`config.mk`:
```
export PLATFORM = sky130hd
export DESIGN_NAME = ex_stage
export DESIGN_NICKNAME = d
export VERILOG_FILES = /design/src/rtl/ex_stage.sv
export SDC_FILE = /design/constraint.sdc
export NUM_CORES = 1
export LEC_CHECK = 0
export ABC_AREA = 1
export ABC_CLOCK_PERIOD_IN_PS = 6500
export CORE_MARGIN = 1
export CORE_UTILIZATION = 70
export DETAILED_ROUTE_END_ITERATION = 12
export DONT_BUFFER_PORTS = 1
export PLACE_DENSITY = 0.86
export SYNTH_ARGS = -nofsm -noshare
export SYNTH_HDL_FRONTEND = slang
export SYNTH_SLANG_ARGS = --single-unit
```
`constraint.sdc`:
```
create_clock -name clk -period 6.5 [get_ports clk]
set_input_delay 0.65 -clock clk [delete_from_list [all_inputs] [get_ports clk]]
set_output_delay 0.65 -clock clk [all_outputs]
set_load 0.01 [all_outputs]
```
`src/rtl/ex_stage.sv`:
```
// Execute stage + EX/MEM pipeline register: ALU, branch/jump resolution, shift-add multiply.
// Latency: ALU ops 1 cycle into M; multiply occupies EX for 33 cycles, result on the 33rd edge.
// Backpressure: BusyE asks the hazard unit to hold fetch/decode/ID-EX; bubbles go to M meanwhile.
//
// Ports:
//   clk, reset (async, active-low)
//   E-stage inputs : RegWriteE, ResultSrcE, MemWriteE, JumpE, BranchE, ALUControlE, ALUSrcE, MulE,
//                    RD1E, RD2E, PCE, RdE, ImmExtE, PCPlus4E
//   E-stage outputs: PCSrcE, PCTargetE, BusyE (combinational)
//   M-stage outputs: RegWriteM, ResultSrcM, MemWriteM, ALUResultM, WriteDataM, RdM, PCPlus4M
module ex_stage #(
  parameter int XLEN       = 32,
  parameter int MUL_CYCLES = 32
) (
  input  logic            clk,
  input  logic            reset,
  input  logic            RegWriteE,
  input  logic [1:0]      ResultSrcE,
  input  logic            MemWriteE,
  input  logic            JumpE,
  input  logic            BranchE,
  input  logic [2:0]      ALUControlE,
  input  logic            ALUSrcE,
  input  logic            MulE,
  input  logic [XLEN-1:0] RD1E,
  input  logic [XLEN-1:0] RD2E,
  input  logic [XLEN-1:0] PCE,
  input  logic [4:0]      RdE,
  input  logic [XLEN-1:0] ImmExtE,
  input  logic [XLEN-1:0] PCPlus4E,
  output logic            PCSrcE,
  output logic [XLEN-1:0] PCTargetE,
  output logic            BusyE,
  output logic            RegWriteM,
  output logic [1:0]      ResultSrcM,
  output logic            MemWriteM,
  output logic [XLEN-1:0] ALUResultM,
  output logic [XLEN-1:0] WriteDataM,
  output logic [4:0]      RdM,
  output logic [XLEN-1:0] PCPlus4M
);

  localparam int CW = (MUL_CYCLES > 1) ? $clog2(MUL_CYCLES) : 1;
  localparam logic [CW-1:0] CNT_LAST = CW'(MUL_CYCLES - 1);

  localparam logic [0:0] S_IDLE = 1'b0;
  localparam logic [0:0] S_MUL  = 1'b1;

  logic [0:0]      state;
  logic [CW-1:0]   cnt;
  logic [XLEN-1:0] mcand;
  logic [XLEN-1:0] mplier;
  logic [XLEN-1:0] acc;

  logic [XLEN-1:0] src_a;
  logic [XLEN-1:0] src_b;
  logic [XLEN-1:0] alu_result;
  logic            zero;
  logic [XLEN-1:0] acc_next;
  logic            mul_last;

  assign src_a = RD1E;
  assign src_b = ALUSrcE ? ImmExtE : RD2E;

  always_comb begin
    alu_result = '0;
    case (ALUControlE)
      3'b000:  alu_result = src_a + src_b;
      3'b001:  alu_result = src_a - src_b;
      3'b010:  alu_result = src_a & src_b;
      3'b011:  alu_result = src_a | src_b;
      3'b100:  alu_result = src_a ^ src_b;
      3'b101:  alu_result = {{(XLEN-1){1'b0}}, ($signed(src_a) < $signed(src_b))};
      default: alu_result = '0;
    endcase
  end

  assign zero      = (alu_result == '0);
  assign PCTargetE = PCE + ImmExtE;

  // One partial-product bit per cycle; the sum wraps to XLEN bits.
  assign acc_next = acc + (mplier[0] ? mcand : '0);
  assign mul_last = (state == S_MUL) && (cnt == CNT_LAST);

  // Busy covers the entry cycle plus every MUL cycle except the last, so the
  // instruction behind the multiply can advance into ID/EX as the result lands in M.
  assign BusyE  = ((state == S_IDLE) && MulE) || ((state == S_MUL) && !mul_last);

  // A multiply never redirects fetch, even when its (ignored) jump/branch bits are set.
  assign PCSrcE = ((BranchE && zero) || JumpE) && !MulE && (state != S_MUL);

  always_ff @(posedge clk or negedge reset) begin
    if (!reset) begin
      state  <= S_IDLE;
      cnt    <= '0;
      mcand  <= '0;
      mplier <= '0;
      acc    <= '0;
    end else begin
      case (state)
        S_IDLE: begin
          if (MulE) begin
            mcand  <= src_a;
            mplier <= src_b;
            acc    <= '0;
            cnt    <= '0;
            state  <= S_MUL;
          end
        end
        default: begin
          acc    <= acc_next;
          mcand  <= mcand << 1;
          mplier <= mplier >> 1;
          cnt    <= cnt + 1'b1;
          if (mul_last) begin
            state <= S_IDLE;
          end
        end
      endcase
    end
  end

  // EX/MEM register. Bubbles only clear the write enables; the remaining
  // fields hold their previous contents.
  always_ff @(posedge clk or negedge reset) begin
    if (!reset) begin
      RegWriteM  <= 1'b0;
      ResultSrcM <= 2'b00;
      MemWriteM  <= 1'b0;
      ALUResultM <= '0;
      WriteDataM <= '0;
      RdM        <= '0;
      PCPlus4M   <= '0;
    end else if ((state == S_IDLE) && !MulE) begin
      RegWriteM  <= RegWriteE;
      ResultSrcM <= ResultSrcE;
      MemWriteM  <= MemWriteE;
      ALUResultM <= alu_result;
      WriteDataM <= RD2E;
      RdM        <= RdE;
      PCPlus4M   <= PCPlus4E;
    end else if (mul_last) begin
      // E inputs are still held by the hazard unit, so they describe the multiply.
      RegWriteM  <= RegWriteE;
      ResultSrcM <= ResultSrcE;
      MemWriteM  <= MemWriteE;
      ALUResultM <= acc_next;
      WriteDataM <= RD2E;
      RdM        <= RdE;
      PCPlus4M   <= PCPlus4E;
    end else begin
      RegWriteM <= 1'b0;
      MemWriteM <= 1'b0;
    end
  end

endmodule

```
==> out/qor.yml <==
timing:
  tightest_slew_ps: 1240
  worst_slack_ps: 1960
  rsz0062_at_grt: "no"
  post-route-period-util_pct: 69.8
  max-slew-margin-rel_pct: 17.2
  finalSetupTns_ps: 0
  final.min_clock_period_ps: 4540
  fmax_ghz: 0.220
  holdWs_ps: 116
  fin_skew_ps: 12.5
  drv_slew: 0
  setup_viol: 0
  hold_violations: 0
worst_setup_path:
  arrival_ps: 3890
  critPathLaunchType: "primary input"
  worstSetupPathType: "primary input to output pin"
  end_kind: "output pin"
  worstPathRequired_ps: 5850
  cp_max_fo: 64
place:
  port_buffers: 0
  dp_slack_ps: 2110
  dp_hpwl_um: 47400
  placedCellCount: 3106
  place.gp.congestion: 1.12
synthesis:
  syn-num-nets: 3212
  synth-seq-cells: 207
  synth-async-reset-ratio_pct: 100
  synth_common_cells: "975 x nand2_1, 387 x inv_1, 207 x dfrtp_1, 190 x nand3_1, 183 x nor2_1"
  synth_area_um2: 18600
  synth_edf_count: 0
  synth_cells: 2863
  synth_top_area_share_pct: 27.8
  synth_cell_types: 53
  ys.warnings.count: 0
  synth_area_leaders: "dfrtp_1 28%, nand2_1 20%, ha_1 11%"
  yosys.area.top_type: "dfrtp_1"
  synth_ff_type: "dfrtp_1"
  syn_avg_cell_area_um2: 6.50
  synth-seq-area-share_pct: 27.8
  synth_most_common_cell: "nand2_1"
drt:
  finalWirelength_um: 62600
  drt_iter0_drc: 2619
  routed_via_density: 6.30
  drc: 0
  vias: 19900
  ant_nets: 0
  routedWlPerCell_um: 19.9
  dr.pass1.iters: 9
cts:
  cts.sinks: 207
  numCtsBuffers: 24
  clkLatencyLatePin_ps: 540
  post_cts_buffers: 0
  htree_num_levels: 1
  clock-root-buffer: "clkbuf_16"
  cts_buffer_depth: 3
  cts_tree: "yes"
  clk_pin_slew_ps: 60
  cts_resized: 0
global_route:
  grt_pass1_vias: 18500
  grt_pass1_wl_um: 94500
  overflow: 0
  track_usage_pct: 44.7
  antenna_found_initial: 2
  grt_max_degree: 208
layout:
  fillers: 2098
  multi_input_area_um2: 11400
  final_nets: 3147
  syn2layout_area_growth_pct: 4.48
  finalCoreUtilization_pct: 74.7
  layout-drive-gt1-share_pct: 4.59
  seq_area_um2: 5180
  final_cells: 3151
die:
  die_area_um2: 27300
  die_x_um: 165
  ioPinCount: 317
  initial_core_util_pct: 71.5
  rows: 59
  fp.dieH_um: 165
  fp.coreArea_um2: 26100
outcome:
  status: "finished clean"
run:
  maxCapViolations: 0
hold_path:
  hold_path_class: "primary input to async pin"
pwr:
  power.leakage_nw: 10.7
  pwr_density_cell_nw_per_um2: 350
  peakVddDrop_mv: 0.521
[layer usage]
metal  up-vias  wire length, um  track usage (%)
met5         -               61             1.14
met3       227             7200             10.3
li1       9065                -                -
met1      9217            23500             55.6
met4         2             3230             21.6
met2      1347            28600             73.0
[layout by cell type, fill, tap and decap left out, types with 6 or more instances in the layout]
| cell | Yosys | routed |
|---|---|---|
| o221ai_1 | 14 | 14 |
| a21oi_1 | 154 | 154 |
| o211ai_1 | 57 | 57 |
| a22oi_1 | 20 | 20 |
| a21oi_2 | 6 | 6 |
| xnor2_1 | 19 | 19 |
| inv_1 | 387 | 385 |
| nand2_1 | 975 | 975 |
| nand3b_1 | 6 | 6 |
| clkbuf_16 | 0 | 24 |
| xor2_1 | 30 | 30 |
| a31oi_1 | 10 | 10 |
| or2_2 | 8 | 8 |
| o21ai_1 | 9 | 9 |
| nor2_2 | 16 | 16 |
| clkbuf_8 | 0 | 6 |
| dfrtp_1 | 207 | 206 |
| buf_4 | 15 | 12 |
| nor3_1 | 27 | 27 |
| nand4_1 | 18 | 18 |
| inv_2 | 19 | 20 |
| nand3_1 | 190 | 190 |
| o21bai_1 | 13 | 13 |
| o21ai_0 | 132 | 132 |
| nor2_1 | 183 | 181 |
| o22ai_1 | 22 | 22 |
| nand2_2 | 10 | 10 |
| ha_1 | 167 | 167 |
[where the power goes]
group	internal [mW]	leakage, nW	switching, mW
clock network	0.787	0.387	0.568
logic	1.01	7.67	1.96
registers	1.88	2.60	0.611
[kinds of logic after synthesis]
| kind of cell | share of synthesized area, % |
|---|---|
| flip-flops | 27.8 |
| adder cells (fa/ha/maj) | 11.7 |
| XOR/XNOR | 2.30 |
| AO/OA/AOI/OAI | 15.3 |
| AND/OR/NAND/NOR | 31.9 |
| buffers and inverters | 11.0 |
[worst paths after layout]
path	startpoint	to	slack, ps	cells past startpoint
max	ALUSrcE	PCSrcE	1960	19
min	reset	cnt[2]	120	1
max reg2reg	mplier[0]	ALUResultM[20]	2630	18
min reg2reg	acc[15]	acc[15]	490	2
max in group asynchronous	reset	mplier[3]	5450	1
min in group clk	RegWriteE	RegWriteM	210	2
[registers in the layout, summed over array words and instances (netlist names)]
name,cells
MemWriteM,1
RdM,5
ResultSrcM,2
WriteDataM,32
cnt,5
acc,32
RegWriteM,1
mcand,32
ALUResultM,32
state,1
mplier,32
PCPlus4M,32
[layout make-up]
cell class	instances	area share (%)
diodes	3	0.0386
clock buffers	32	3.55
clock inverters	9	0.489
inverters	408	7.87
multi-input cells	2144	58.7
flip-flops and latches	207	26.6
well taps	335	2.15
repair buffers	13	0.605
[timing repair]
| item | in CTS | in global routing |
|---|---|---|
| endpoints found under the setup margin | 0 | 0 |
| hold buffers | 1 | 0 |
| endpoints found under the hold margin | 207 | 0 |
[critical path: stages]
cell and delay, ps:
o21ai_0 560, inv_1 160, ha_1 290, fa_1 490, nand3_1 130, nand2_1 120
nand2_1 110, nand2_1 110, nand2_1 100, nand2_1 100, nand2_1 140, nand3_1 90
nand3_1 80, nand3_1 150, nor2_1 140, nand3_1 80, nor2_1 90, nand2_1 110
a21oi_2 190
[stage by stage]
| stage | area (um2) | total power, mW |
|---|---|---|
| 6_report | 19500 | 6.81 |
| 5_1_grt | 19500 | 7.24 |
| 4_1_cts | 19400 | 6.70 |
| 3_5_place_dp | 18600 | 5.29 |
| 2_1_floorplan | 18600 | 4.55 |
| 3_3_place_gp | 18600 | 5.15 |
(Power assumes the default switching activity.)
